### src/rtl/operand_stack.sv
// ---------------------------------------------------------------------------
// operand_stack
//   Hardware operand stack feeding the ALU of the stack-machine datapath.
//   The top two entries are presented combinationally as ALU operands
//   (opnd_a = NOS, opnd_b = TOS), so an arithmetic command can write the
//   ALU result back in the same cycle it is issued.
//
// Ports
//   clk, rst      : rising-edge clock, asynchronous active-high reset
//   cmd_valid/cmd : one command per cycle (NOP/PUSH/POP/BIN/UNI/DUP)
//   push_data     : operand for PUSH
//   alu_result    : ALU output, written back on BIN/UNI
//   opnd_a/opnd_b : NOS/TOS to the ALU, zero when that entry does not exist
//   pop_data      : value removed by the last successful POP (held)
//   pop_valid     : one-cycle pulse after each successful POP
//   count/empty/full : occupancy status
//   err/err_code  : sticky error flag and first error code since last clear
//   err_clr       : clears err/err_code unless a new error occurs that cycle
// ---------------------------------------------------------------------------
module operand_stack #(
   parameter int WIDTH = 8,
   parameter int DEPTH = 8
) (
   input  logic                     clk,
   input  logic                     rst,
   input  logic                     cmd_valid,
   input  logic [2:0]               cmd,
   input  logic [WIDTH-1:0]         push_data,
   input  logic [WIDTH-1:0]         alu_result,
   output logic [WIDTH-1:0]         opnd_a,
   output logic [WIDTH-1:0]         opnd_b,
   output logic [WIDTH-1:0]         pop_data,
   output logic                     pop_valid,
   output logic [$clog2(DEPTH):0]   count,
   output logic                     empty,
   output logic                     full,
   output logic                     err,
   output logic [1:0]               err_code,
   input  logic                     err_clr
);

   localparam int AW = $clog2(DEPTH);
   localparam int CW = AW + 1;

   localparam logic [CW-1:0] C_ZERO  = {CW{1'b0}};
   localparam logic [CW-1:0] C_ONE   = {{(CW-1){1'b0}}, 1'b1};
   localparam logic [CW-1:0] C_TWO   = C_ONE + C_ONE;
   localparam logic [CW-1:0] C_DEPTH = CW'(DEPTH);

   localparam logic [2:0] CMD_NOP  = 3'b000;
   localparam logic [2:0] CMD_PUSH = 3'b001;
   localparam logic [2:0] CMD_POP  = 3'b010;
   localparam logic [2:0] CMD_BIN  = 3'b011;
   localparam logic [2:0] CMD_UNI  = 3'b100;
   localparam logic [2:0] CMD_DUP  = 3'b101;

   localparam logic [1:0] ERR_NONE  = 2'b00;
   localparam logic [1:0] ERR_OVER  = 2'b01;
   localparam logic [1:0] ERR_UNDER = 2'b10;
   localparam logic [1:0] ERR_RSVD  = 2'b11;

   logic [WIDTH-1:0] r_mem [DEPTH];
   logic [CW-1:0]    r_count;
   logic [WIDTH-1:0] r_pop_data;
   logic             r_pop_valid;
   logic             r_err;
   logic [1:0]       r_err_code;

   logic [CW-1:0]    w_tos_full;
   logic [CW-1:0]    w_nos_full;
   logic [AW-1:0]    w_sp_idx;
   logic [AW-1:0]    w_tos_idx;
   logic [AW-1:0]    w_nos_idx;
   logic [WIDTH-1:0] w_tos;
   logic [WIDTH-1:0] w_nos;
   logic             w_empty;
   logic             w_full;
   logic             w_ge2;

   logic             w_wr_en;
   logic [AW-1:0]    w_wr_idx;
   logic [WIDTH-1:0] w_wr_data;
   logic [CW-1:0]    w_count_nxt;
   logic             w_pop_ok;
   logic             w_err_new;
   logic [1:0]       w_err_code_new;

   // Pointer arithmetic: sp equals count; the index wraps only in cases
   // where the corresponding command is rejected, so no slot is corrupted.
   assign w_tos_full = r_count - C_ONE;
   assign w_nos_full = r_count - C_TWO;
   assign w_sp_idx   = r_count[AW-1:0];
   assign w_tos_idx  = w_tos_full[AW-1:0];
   assign w_nos_idx  = w_nos_full[AW-1:0];
   assign w_tos      = r_mem[w_tos_idx];
   assign w_nos      = r_mem[w_nos_idx];

   assign w_empty = (r_count == C_ZERO);
   assign w_full  = (r_count == C_DEPTH);
   assign w_ge2   = (r_count >= C_TWO);

   // Operands are gated by occupancy so stale memory never reaches the ALU.
   assign opnd_a    = w_ge2   ? w_nos : {WIDTH{1'b0}};
   assign opnd_b    = w_empty ? {WIDTH{1'b0}} : w_tos;
   assign count     = r_count;
   assign empty     = w_empty;
   assign full      = w_full;
   assign pop_data  = r_pop_data;
   assign pop_valid = r_pop_valid;
   assign err       = r_err;
   assign err_code  = r_err_code;

   // Command decode: legality check, memory write request and next count.
   always_comb begin
      w_wr_en        = 1'b0;
      w_wr_idx       = w_sp_idx;
      w_wr_data      = push_data;
      w_count_nxt    = r_count;
      w_pop_ok       = 1'b0;
      w_err_new      = 1'b0;
      w_err_code_new = ERR_NONE;
      if (cmd_valid) begin
         case (cmd)
            CMD_NOP: begin
               w_count_nxt = r_count;
            end
            CMD_PUSH: begin
               if (w_full) begin
                  w_err_new      = 1'b1;
                  w_err_code_new = ERR_OVER;
               end else begin
                  w_wr_en     = 1'b1;
                  w_wr_idx    = w_sp_idx;
                  w_wr_data   = push_data;
                  w_count_nxt = r_count + C_ONE;
               end
            end
            CMD_POP: begin
               if (w_empty) begin
                  w_err_new      = 1'b1;
                  w_err_code_new = ERR_UNDER;
               end else begin
                  w_pop_ok    = 1'b1;
                  w_count_nxt = r_count - C_ONE;
               end
            end
            CMD_BIN: begin
               // Result of NOS op TOS replaces NOS; TOS is discarded.
               if (!w_ge2) begin
                  w_err_new      = 1'b1;
                  w_err_code_new = ERR_UNDER;
               end else begin
                  w_wr_en     = 1'b1;
                  w_wr_idx    = w_nos_idx;
                  w_wr_data   = alu_result;
                  w_count_nxt = r_count - C_ONE;
               end
            end
            CMD_UNI: begin
               if (w_empty) begin
                  w_err_new      = 1'b1;
                  w_err_code_new = ERR_UNDER;
               end else begin
                  w_wr_en   = 1'b1;
                  w_wr_idx  = w_tos_idx;
                  w_wr_data = alu_result;
               end
            end
            CMD_DUP: begin
               if (w_full) begin
                  w_err_new      = 1'b1;
                  w_err_code_new = ERR_OVER;
               end else begin
                  w_wr_en     = 1'b1;
                  w_wr_idx    = w_sp_idx;
                  w_wr_data   = w_tos;
                  w_count_nxt = r_count + C_ONE;
               end
            end
            default: begin
               w_err_new      = 1'b1;
               w_err_code_new = ERR_RSVD;
            end
         endcase
      end else begin
         w_count_nxt = r_count;
      end
   end

   // Stack storage; contents are don't-care after reset because every read
   // is gated by count.
   always_ff @(posedge clk) begin
      if (w_wr_en) begin
         r_mem[w_wr_idx] <= w_wr_data;
      end
   end

   // Occupancy, pop result and pop strobe.
   always_ff @(posedge clk or posedge rst) begin
      if (rst) begin
         r_count     <= C_ZERO;
         r_pop_data  <= {WIDTH{1'b0}};
         r_pop_valid <= 1'b0;
      end else begin
         r_count     <= w_count_nxt;
         r_pop_valid <= w_pop_ok;
         if (w_pop_ok) begin
            r_pop_data <= w_tos;
         end
      end
   end

   // Sticky error: the first code wins unless err_clr coincides with a new
   // error, in which case the new code replaces the cleared one.
   always_ff @(posedge clk or posedge rst) begin
      if (rst) begin
         r_err      <= 1'b0;
         r_err_code <= ERR_NONE;
      end else if (w_err_new) begin
         r_err <= 1'b1;
         if (!r_err || err_clr) begin
            r_err_code <= w_err_code_new;
         end
      end else if (err_clr) begin
         r_err      <= 1'b0;
         r_err_code <= ERR_NONE;
      end
   end

endmodule

### config.mk
export PLATFORM = sky130hd
export DESIGN_NAME = operand_stack
export DESIGN_NICKNAME = d
export VERILOG_FILES = /design/src/rtl/operand_stack.sv
export SDC_FILE = /design/constraint.sdc
export NUM_CORES = 1
export LEC_CHECK = 0
export CAP_MARGIN = 20
export CORE_UTILIZATION = 50
export CTS_CLUSTER_DIAMETER = 80
export CTS_CLUSTER_SIZE = 24
export DETAILED_ROUTE_END_ITERATION = 10
export PLACE_DENSITY = 0.77
export SYNTH_ARGS = -nofsm -noshare
export SYNTH_HDL_FRONTEND = slang
export SYNTH_SLANG_ARGS = --single-unit
### constraint.sdc
create_clock -name clk -period 7.7 [get_ports clk]
set_input_delay 0.77 -clock clk [delete_from_list [all_inputs] [get_ports clk]]
set_output_delay 0.77 -clock clk [all_outputs]
set_load 0.01 [all_outputs]
; ---- After elaboration in Yosys (flattened, before gate mapping)
; Memories as Yosys holds them, arrays and structs flattened.
; Cells that the tools add are included.
; Widths: inputs -> output; s select.
[totals]
reg_bits = 16
latch_bits = 0
mem_bits_rw = 64
mem_bits_ro = 0
input_bits = 23
out_inout_bits = 34
wordCells = 69
memories = 1
[op_classes]
n_addsub = 3
n_mul = 0
div = 0
magnitude_cmp = 1
n_eq_ne = 10
shift = 0
n_mux = 39
bitwise = 0
n_reduce_logical = 10
[mem_list]
columns = memory, words, width, rd, rd_clocked_by_memory_dff, write_ports, line_no
row1 = r_mem, 8, 8, 2, 0, 1, 62  ; logic [WIDTH-1:0] r_mem [DEPTH];
[op_table]
columns = cell, n
row1 = $mux 8, 6
row2 = $pmux 8 s3, 1
row3 = $mux 1, 15
row4 = $mux 2, 6
row5 = $mux 4, 3
row6 = $pmux 4 s3, 1
row7 = $mux 3, 3
row8 = $pmux 2 s4, 1
row9 = $eq 3x2->1 const B, 2
row10 = $eq 3x3->1 const B, 2
row11 = $ne 2x2->1 const B, 3
row12 = $pmux 3 s2, 1
row13 = $reduce_and 5->1, 1
row14 = $add 4x1->4 const B, 1
row15 = $eq 4x4->1 const B, 1
row16 = $ge 4x2->1 const B, 1
row17 = $logic_not 4->1, 1
row18 = $pmux 1 s4, 1
row19 = $reduce_or 2->1, 2
row20 = $sub 4x1->4 const B, 1
row21 = $eq 3x1->1 const B, 1
row22 = $logic_not 3->1, 1
row23 = $pmux 1 s3, 1
row24 = $reduce_bool 3->1, 1
row25 = 6 further kinds, 6

; ---- Longest topological paths before layout
; Gate-level depths: netlist of the first run.
[logic_depth]
ltp_word = 6
depth_mapped = 12
ltp_nobuf = 9

; ---- Worst setup path after synthesis of the first run
; OpenSTA, ideal clock, no wires.
[synth_timing]
path_type = reg-to-output
from = reg r_count[0], in the netlist count[0]
to = out opnd_b[5]
arrival_ns = 2.609
t_required_ns = 6.930
setup_slack_ns = 4.321
path_stages_with_launch = 11
path_buffers = 5
path_cell_list = dfrtp_1 buf_6 buf_8 buf_2 inv_1 ha_1 buf_2 clkbuf_1 mux4_2 mux2i_1 nor2_1
[synth_via]
elab_chain_len = 3
elab_cells_between_ends = 4
classes_between = add/sub: 1 / mux: 1 / reduce/logical: 1 / memory: 1
[synth_lines]
columns = item, line_no
row1 = start: declaration, 63  ; logic [CW-1:0] r_count;
row2 = start signal: assignment, 205  ; r_count <= w_count_nxt;
row3 = $sub 4x1->4, -
row4 = $mem_v2 8x8, -
row5 = $mux 8 *, 104  ; assign opnd_b = w_empty ? {WIDTH{1'b0}} : w_tos;
row6 = end: declaration, 31  ; output logic [WIDTH-1:0] opnd_b,
; Every way passes the cells marked *; elsewhere a longest branch is shown, timed or not.

; ---- Worst setup path in the final report of the first run
[layout_timing]
from = reg r_count[1], in the netlist count[1]
to = out opnd_b[7]
; Same word-level chain as after synthesis.

==> summary.md, run 1 <==
| Metric | Value |
|---|---|
| Pre-antenna DRT Iters | 5 |
| Asr flop ratio synth | 0.200 |
| DR vias | 2847 |
| Cts hold-fix bufs | 0 |
| Antenna violations before repair | 0 |
| Clock root cell | clkbuf_8 |
| Syn Inst Count | 300 |
| Reg-to-reg slack, setup | 3.58 ns |
| CTS max path bufs | 2 |
| R2r worst-path depth | 6 |
| Register area | 0.00232 sq mm |
| Least-Margin Pin Slew | 1.03 ns |
| Htree depth | 3 |
| Post-Synthesis Cell Area | 0.00428 sq mm |
| Initial core utilization | 0.518 |
| PostCTS Resize Cnt | 0 |
| Clock transition at path regs | 0.09 ns |
| P per Cell Area | 403 mW/mm^2 |
| Switch share | 0.372 |
| Drt via density | 6.22 |
| Post-CTS Setup Inserts | 0 |
| Inserted Clock Buffers | 9 |
| RSZ-0062 raised after global routing | no |
| Clk Latency, worst-skew pair | 0.36 ns |
| Leakage | 1.76 nW |
| Crit Path Max Fanout | 23 |
| Combinational fraction of design power | 0.556 |
| GPL Wtd Cong | 0.828 |
| Setup-failing EPs final | 0 |
| Internal power | 0.00129 W |
| CTS tree | built |
| Fin. max-slew vios | 0 |
| Critical setup path kind | reg -> out |
| # IOs | 57 |
| Post-synth cell types | 49 |
| Pwr Total | 0.00205 W |
| Hold WC Path Type | reg -> reg |
| Synth Register Bits | 80 |
| Util after Layout | 0.616 |
| Sequential Power Share | 0.293 |
| Multi-input logic area | 0.00183 sq mm |
| Top FF cell, synth | edfxtp_1 |
| Largest family of logic cells by synthesized area | multiplexers |
| Avg WL per Cell | 22.1 um |
| Synth Area per Inst | 14.3 sq um |
| Area added between synthesis and finish | 19.0% |
| Layout cell share with drive strength beyond 1 | 0.187 |
| DRC errors left | 0 |
| First-pass GRT wire length | 15700 um |
| IO buf count | 56 |
| TNS Setup | 0 ns |
| CP Data Required Time | 6.93 ns |
| Max cap viols | 0 |
| Post-synthesis compound-gate area fraction | 0.0705 |
| Final Routed Wirelength | 10100 um |
| Final period util | 0.593 |
| Skew final | 0.0122 ns |
| Proportion of synthesized area in mux cells | 0.212 |
| Crit path time final | 4.57 ns |
| Xor/xnor share of the synthesized area | 0.0123 |
| Number of global-route vias before repair | 2876 |
| Core Area | 0.00826 sq mm |
| DIE WIDTH | 94.5 um |
| Status | finished, final reports clean |
| Final hold violation count | 0 |
| Final Net Count | 377 |
| Yosys warns | 0 |
| Switch Pwr | 0.000764 W |
| Die height | 94.5 um |
| Iteration-0 DRC Markers | 216 |
| Post-synthesis simple-gate area fraction | 0.107 |
| Site row count | 33 |
| CP Capture Type | output pin |
| Largest net degree at the start of global routing | 38 |
| Layout filler cell count | 609 |
| Clock sinks | 80 |
| Post-synthesis net count | 329 |
| Inserted Diodes | 0 |
| Post-DP HPWL | 6780 um |
| Max-Slew Margin vs Limit | 0.307 |
| WHS Path Cells | 2 |
| Sequential area share after synthesis | 0.543 |
| Clock share of power | 0.151 |
| Number of flops mapped to enable cells by yosys | 64 |
| Post-route antenna net violation count | 0 |
| CP Data Arrival Time | 3.80 ns |
| Max VDD drop | 0.234 mV |
| Congestion Overflow GR | 0 |
| GRT Util Overall | 0.249 |
| Die area | 0.00893 sq mm |
| Startpoint Class | register |
| FMAX | 219 MHz |
| Adder-cell share of the synthesized area | 0.0176 |
==> critical path: stages, from the launching register on <==
cell and delay (ns):
dfrtp_1 0.98, inv_1 0.27, ha_1 0.89, mux4_2 0.43, mux2i_1 0.30, nor2_1 0.07
clkdlybuf4s50_1 0.49
==> registers in the layout (all words and copies together) (netlist names) <==
name,cells
pop_valid,1
r_mem,64
count,4
err,1
pop_data,8
err_code,2
==> worst paths after layout <==
path / startpoint / to
worst min-delay path: pop_data[2] / pop_data[2]
max in group asynchronous: rst / count[0]
min in group asynchronous: rst / pop_valid
worst max register to register: count[1] / r_mem[5][1]
worst min register to register: pop_data[2] / pop_data[2]
worst max-delay path: count[1] / opnd_b[7]
==> synth_stat cells (2+ instances only) <==
master,instances,area (sq um)
edfxtp_1,64,1920
nor2_1,39,146
mux4_2,32,721
dfrtp_1,16,400
mux2i_1,15,150
a21oi_1,12,60.1
nand2_1,12,45.0
nor3_1,10,50.1
buf_2,9,45.0
a221o_1,8,80.1
ha_1,6,75.1
xnor2_1,6,52.6
inv_1,5,18.8
o21ai_0,5,25.0
o21ai_1,5,25.0
clkbuf_1,4,15.0
nand2b_1,4,25.0
nand3_1,4,20.0
nor2b_1,4,25.0
buf_4,3,22.5
buf_6,3,33.8
or2_1,3,18.8
a31oi_1,2,12.5
and4b_1,2,20.0
inv_2,2,7.51
o21a_1,2,15.0
==> per-layer routing <==
metal | vias to the layer above | wire length [um] | global-route usage | part of all wire
li1 | 1268 | - | - | -
met1 | 1403 | 4060 | 0.320 | 0.40
met2 | 146 | 4950 | 0.392 | 0.49
met3 | 30 | 813 | 0.0741 | 0.080
met4 | 0 | 319 | 0.116 | 0.031
met5 | - | 0 | 0 | 0
==> power by group through the flow <==
stage	clock (W)	combinational, W	sequential, W
floorplan	0	0.000731	0.000597
global placement	0	0.00113	0.000608
detailed placement	0	0.00114	0.000611
CTS	0.000315	0.00115	0.000602
global route	0.000336	0.00123	0.000610
finish	0.000310	0.00114	0.000602
==> placed cells by master, fill, tap and decap left out, types with 3 or more instances in the layout <==
cell,Yosys,routed
mux2i_1,15,15
inv_1,5,5
o21ai_1,5,5
nor2_1,39,39
a221o_1,8,8
clkbuf_8,0,10
clkdlybuf4s50_1,0,56
o21ai_0,5,5
dfrtp_1,16,15
edfxtp_1,64,64
nand2_1,12,12
or2_1,3,3
nor2b_1,4,4
ha_1,6,6
nand3_1,4,4
nand2b_1,4,4
xnor2_1,6,6
a21oi_1,12,12
nor3_2,0,8
mux4_2,32,32
==> cell families (layout without fill, tap and decap cells) <==
group,Yosys count,count (layout)
DFF,80,80
xor gates and xnor gates,6,6
adders and majority gates,6,6
and+or+nand+nor,89,89
muxes,49,49
buffers and inverters,28,81
AOI/OAI and AO/OA,42,42
==> through the flow <==
| step | area, sq um | cells | setup slack [ns] | hold slack (ns) |
|---|---|---|---|---|
| after floorplan | 4280 | 300 | 4.32 | 0.560 |
| after global placement | 4890 | 442 | 3.64 | 0.519 |
| after detailed placement | 4890 | 442 | 3.55 | 0.523 |
| after CTS | 5090 | 458 | 3.12 | 0.544 |
| after global routing | 5090 | 458 | 2.95 | 0.593 |
| final | 5090 | 458 | 3.13 | 0.541 |
==> cell type report <==
cell class | count | area share
inverter | 7 | 0.00516
sequential | 80 | 0.457
multi-input combinational | 192 | 0.360
clock buffer | 11 | 0.0278
tap | 105 | 0.0258
timing repair buffer | 58 | 0.113
clock inverter | 5 | 0.0111
Power figures use the tool's default switching activity.
==> run 2, diff against run 1 <==
==> constraint.sdc (replaced) <==
create_clock -name clk -period 4.45 [get_ports clk]
set_input_delay 0.445 -clock clk [delete_from_list [all_inputs] [get_ports clk]]
set_output_delay 0.445 -clock clk [all_outputs]
set_load 0.01 [all_outputs]
==> run 2 against run 1 <==
Routed wire length is 4.5% higher. Setup slack worse by 2.1 ns. Power grew 77%. Critical path depth stayed put. Die area did not move. Sequential power increased by 68%. First-iteration DRC count is 1.9% lower. Combinational power grew 79%. Register-to-register slack got worse by 2.2 ns. Sequential share of layout area down 0.58 points. Final area rose by 1.3%.
==> summary.md, run 2 (same netlist as run 1, synthesis figures left out) <==
| Metric | Value |
|---|---|
| Placed Area | 0.00494 sq mm |
| # IOs | 57 |
| Commonest non-fill, non-tap cell in the layout | edfxtp_1 |
| R2r worst-path depth | 7 |
| Max cap viols | 0 |
| DIE WIDTH | 94.5 um |
| Buffer and inverter count on the worst path | 2 |
| Antenna violations before repair | 0 |
| Max-Slew Margin vs Limit | 0.437 |
| IO buf count | 56 |
| Final hold violation count | 0 |
| CTS max path bufs | 2 |
| Worst-path cell chain | inv_1, ha_1, mux4_2, mux2i_1, nor2_1, clkdlybuf4s50_1 |
| CTS tree | built |
| Status | finished, final reports clean |
| DR vias | 2943 |
| Site row count | 33 |
| Commonest cells after routing, fill and taps aside | 64 x edfxtp_1, 56 x clkdlybuf4s50_1, 39 x nor2_1 |
| Inserted Diodes | 0 |
| Critical path startpoint | count[0] |
| TNS Setup | 0 ns |
| Clock transition at path regs | 0.08 ns |
| First-pass GRT wire length | 16100 um |
| Sequential Power Share | 0.277 |
| Clock root cell | clkbuf_8 |
| Core Area | 0.00826 sq mm |
| FF-to-FF End | r_mem[7][4] |
| CP Data Required Time | 4.01 ns |
| CP max-delay cell | ha_1 |
| Layout cell share with drive strength beyond 1 | 0.192 |
| Cts hold-fix bufs | 0 |
| Worst r2r src | count[2] |
| Post-CTS Setup Inserts | 0 |
| Hold WC Path Type | reg -> reg |
| P per Cell Area | 705 mW/mm^2 |
| Combinational fraction of design power | 0.562 |
| Skew final | 0.0137 ns |
| GRT Util Overall | 0.253 |
| Post-DP HPWL | 7100 um |
| CP Data Arrival Time | 2.97 ns |
| Crit path time final | 3.42 ns |
| Clock share of power | 0.161 |
| Critical setup path kind | reg -> out |
| Area added between synthesis and finish | 20.5% |
| Flip-flop count of the largest register after layout | 64 |
| Reg-to-reg slack, setup | 1.34 ns |
| Clk Latency, worst-skew pair | 0.35 ns |
| CP Capture Type | output pin |
| Fin. max-slew vios | 0 |
| Critical path's top delay family | adder cells |
| Least-Margin Pin Slew | 0.845 ns |
| RSZ-0062 raised after global routing | no |
| Post-route cell area | 0.00515 sq mm |
| Worst stage delay on the critical path | 0.86 ns |
| Crit Path Max Fanout | 18 |
| Pre-antenna DRT Iters | 5 |
| Setup-failing EPs final | 0 |
| GPL Wtd Cong | 0.817 |
| Internal power | 0.00229 W |
| FMAX | 292 MHz |
| Initial core utilization | 0.518 |
| Post-route antenna net violation count | 0 |
| Inserted Clock Buffers | 9 |
| Final Routed Wirelength | 10600 um |
| CP Capture Point | opnd_b[5] |
| Switch Pwr | 0.00134 W |
| Leakage | 1.82 nW |
| Die height | 94.5 um |
| Avg WL per Cell | 22.6 um |
| Pwr Total | 0.00363 W |
| Final Net Count | 389 |
| Die area | 0.00893 sq mm |
| DRC errors left | 0 |
| Final period util | 0.768 |
| Clock sinks | 80 |
| Top reg by flops | r_mem |
| Congestion Overflow GR | 0 |
| Crit path depth | 6 |
| Htree depth | 3 |
| PostCTS Resize Cnt | 0 |
| Startpoint Class | register |
| Drt via density | 6.26 |
| Number of global-route vias before repair | 2884 |
| Register area | 0.00232 sq mm |
| Iteration-0 DRC Markers | 212 |
| Multi-input logic area | 0.00179 sq mm |
| Switch share | 0.369 |
| Layout filler cell count | 649 |
| Max VDD drop | 0.560 mV |
| Largest net degree at the start of global routing | 38 |
==> run 2: cell count changes in the layout (fill, tap and decap cells not counted) <==
cell        delta
clkinv_1       -1
buf_4         +12
nor3_1         +8
clkbuf_1       +1
clkinvlp_4     +1
clkbuf_8       -1
clkinv_4       -1
bufinv_16      +1
nor3_2         -8
==> run 2: worst register-to-register path: cells and delay by family (launching register included) <==
| family | cells | cell delay [ns] |
|---|---|---|
| and+or+nand+nor | 3 | 1.10 |
| adders and majority gates | 1 | 0.56 |
| DFF | 1 | 0.52 |
| buffers and inverters | 2 | 0.37 |
| AOI/OAI and AO/OA | 1 | 0.27 |
==> run 2: how the worst min path moves through the flow <==
stage | start | end | slack (ns) | depth (start not counted)
2_1_floorplan | rst | count[0] | 0.36 | 1
3_3_place_gp | pop_data[1] | pop_data[1] | 0.51 | 2
3_5_place_dp | pop_data[3] | pop_data[3] | 0.53 | 2
4_1_cts | pop_data[3] | pop_data[3] | 0.54 | 2
5_1_grt | pop_data[0] | pop_data[0] | 0.58 | 2
6_report | pop_data[3] | pop_data[3] | 0.54 | 2
==> run 2: power by group through the flow <==
| stage | sequential [W] | clock [W] | combinational, W |
|---|---|---|---|
| 4_1_cts | 0.00101 | 0.000589 | 0.00205 |
| 3_3_place_gp | 0.00102 | 0 | 0.00202 |
| 5_1_grt | 0.00102 | 0.000614 | 0.00218 |
| 2_1_floorplan | 0.00103 | 0 | 0.00126 |
| 3_5_place_dp | 0.00102 | 0 | 0.00204 |
| 6_report | 0.00101 | 0.000584 | 0.00204 |
==> run 2: per-stage QoR <==
stage,setup slack (ns),util,hold slack (ns),cells
after floorplan,1.08,-,0.359,300
after global placement,1.26,0.598,0.515,454
after detailed placement,1.20,0.598,0.526,454
after CTS,1.02,0.624,0.542,470
after global routing,0.876,0.624,0.577,470
final,1.03,0.624,0.535,470
==> run 2: area by class of cell <==
type | count | area share
clock buffer | 11 | 0.0255
sequential | 80 | 0.451
tap | 105 | 0.0255
inverter | 7 | 0.00510
timing repair buffer | 70 | 0.129
multi-input combinational | 192 | 0.348
clock inverter | 5 | 0.0158
==> run 2: per-layer routing <==
metal,global-route usage,part of all wire
met1,0.330,0.41
met2,0.422,0.50
met3,0.0491,0.069
met4,0.0972,0.019
met5,0,0
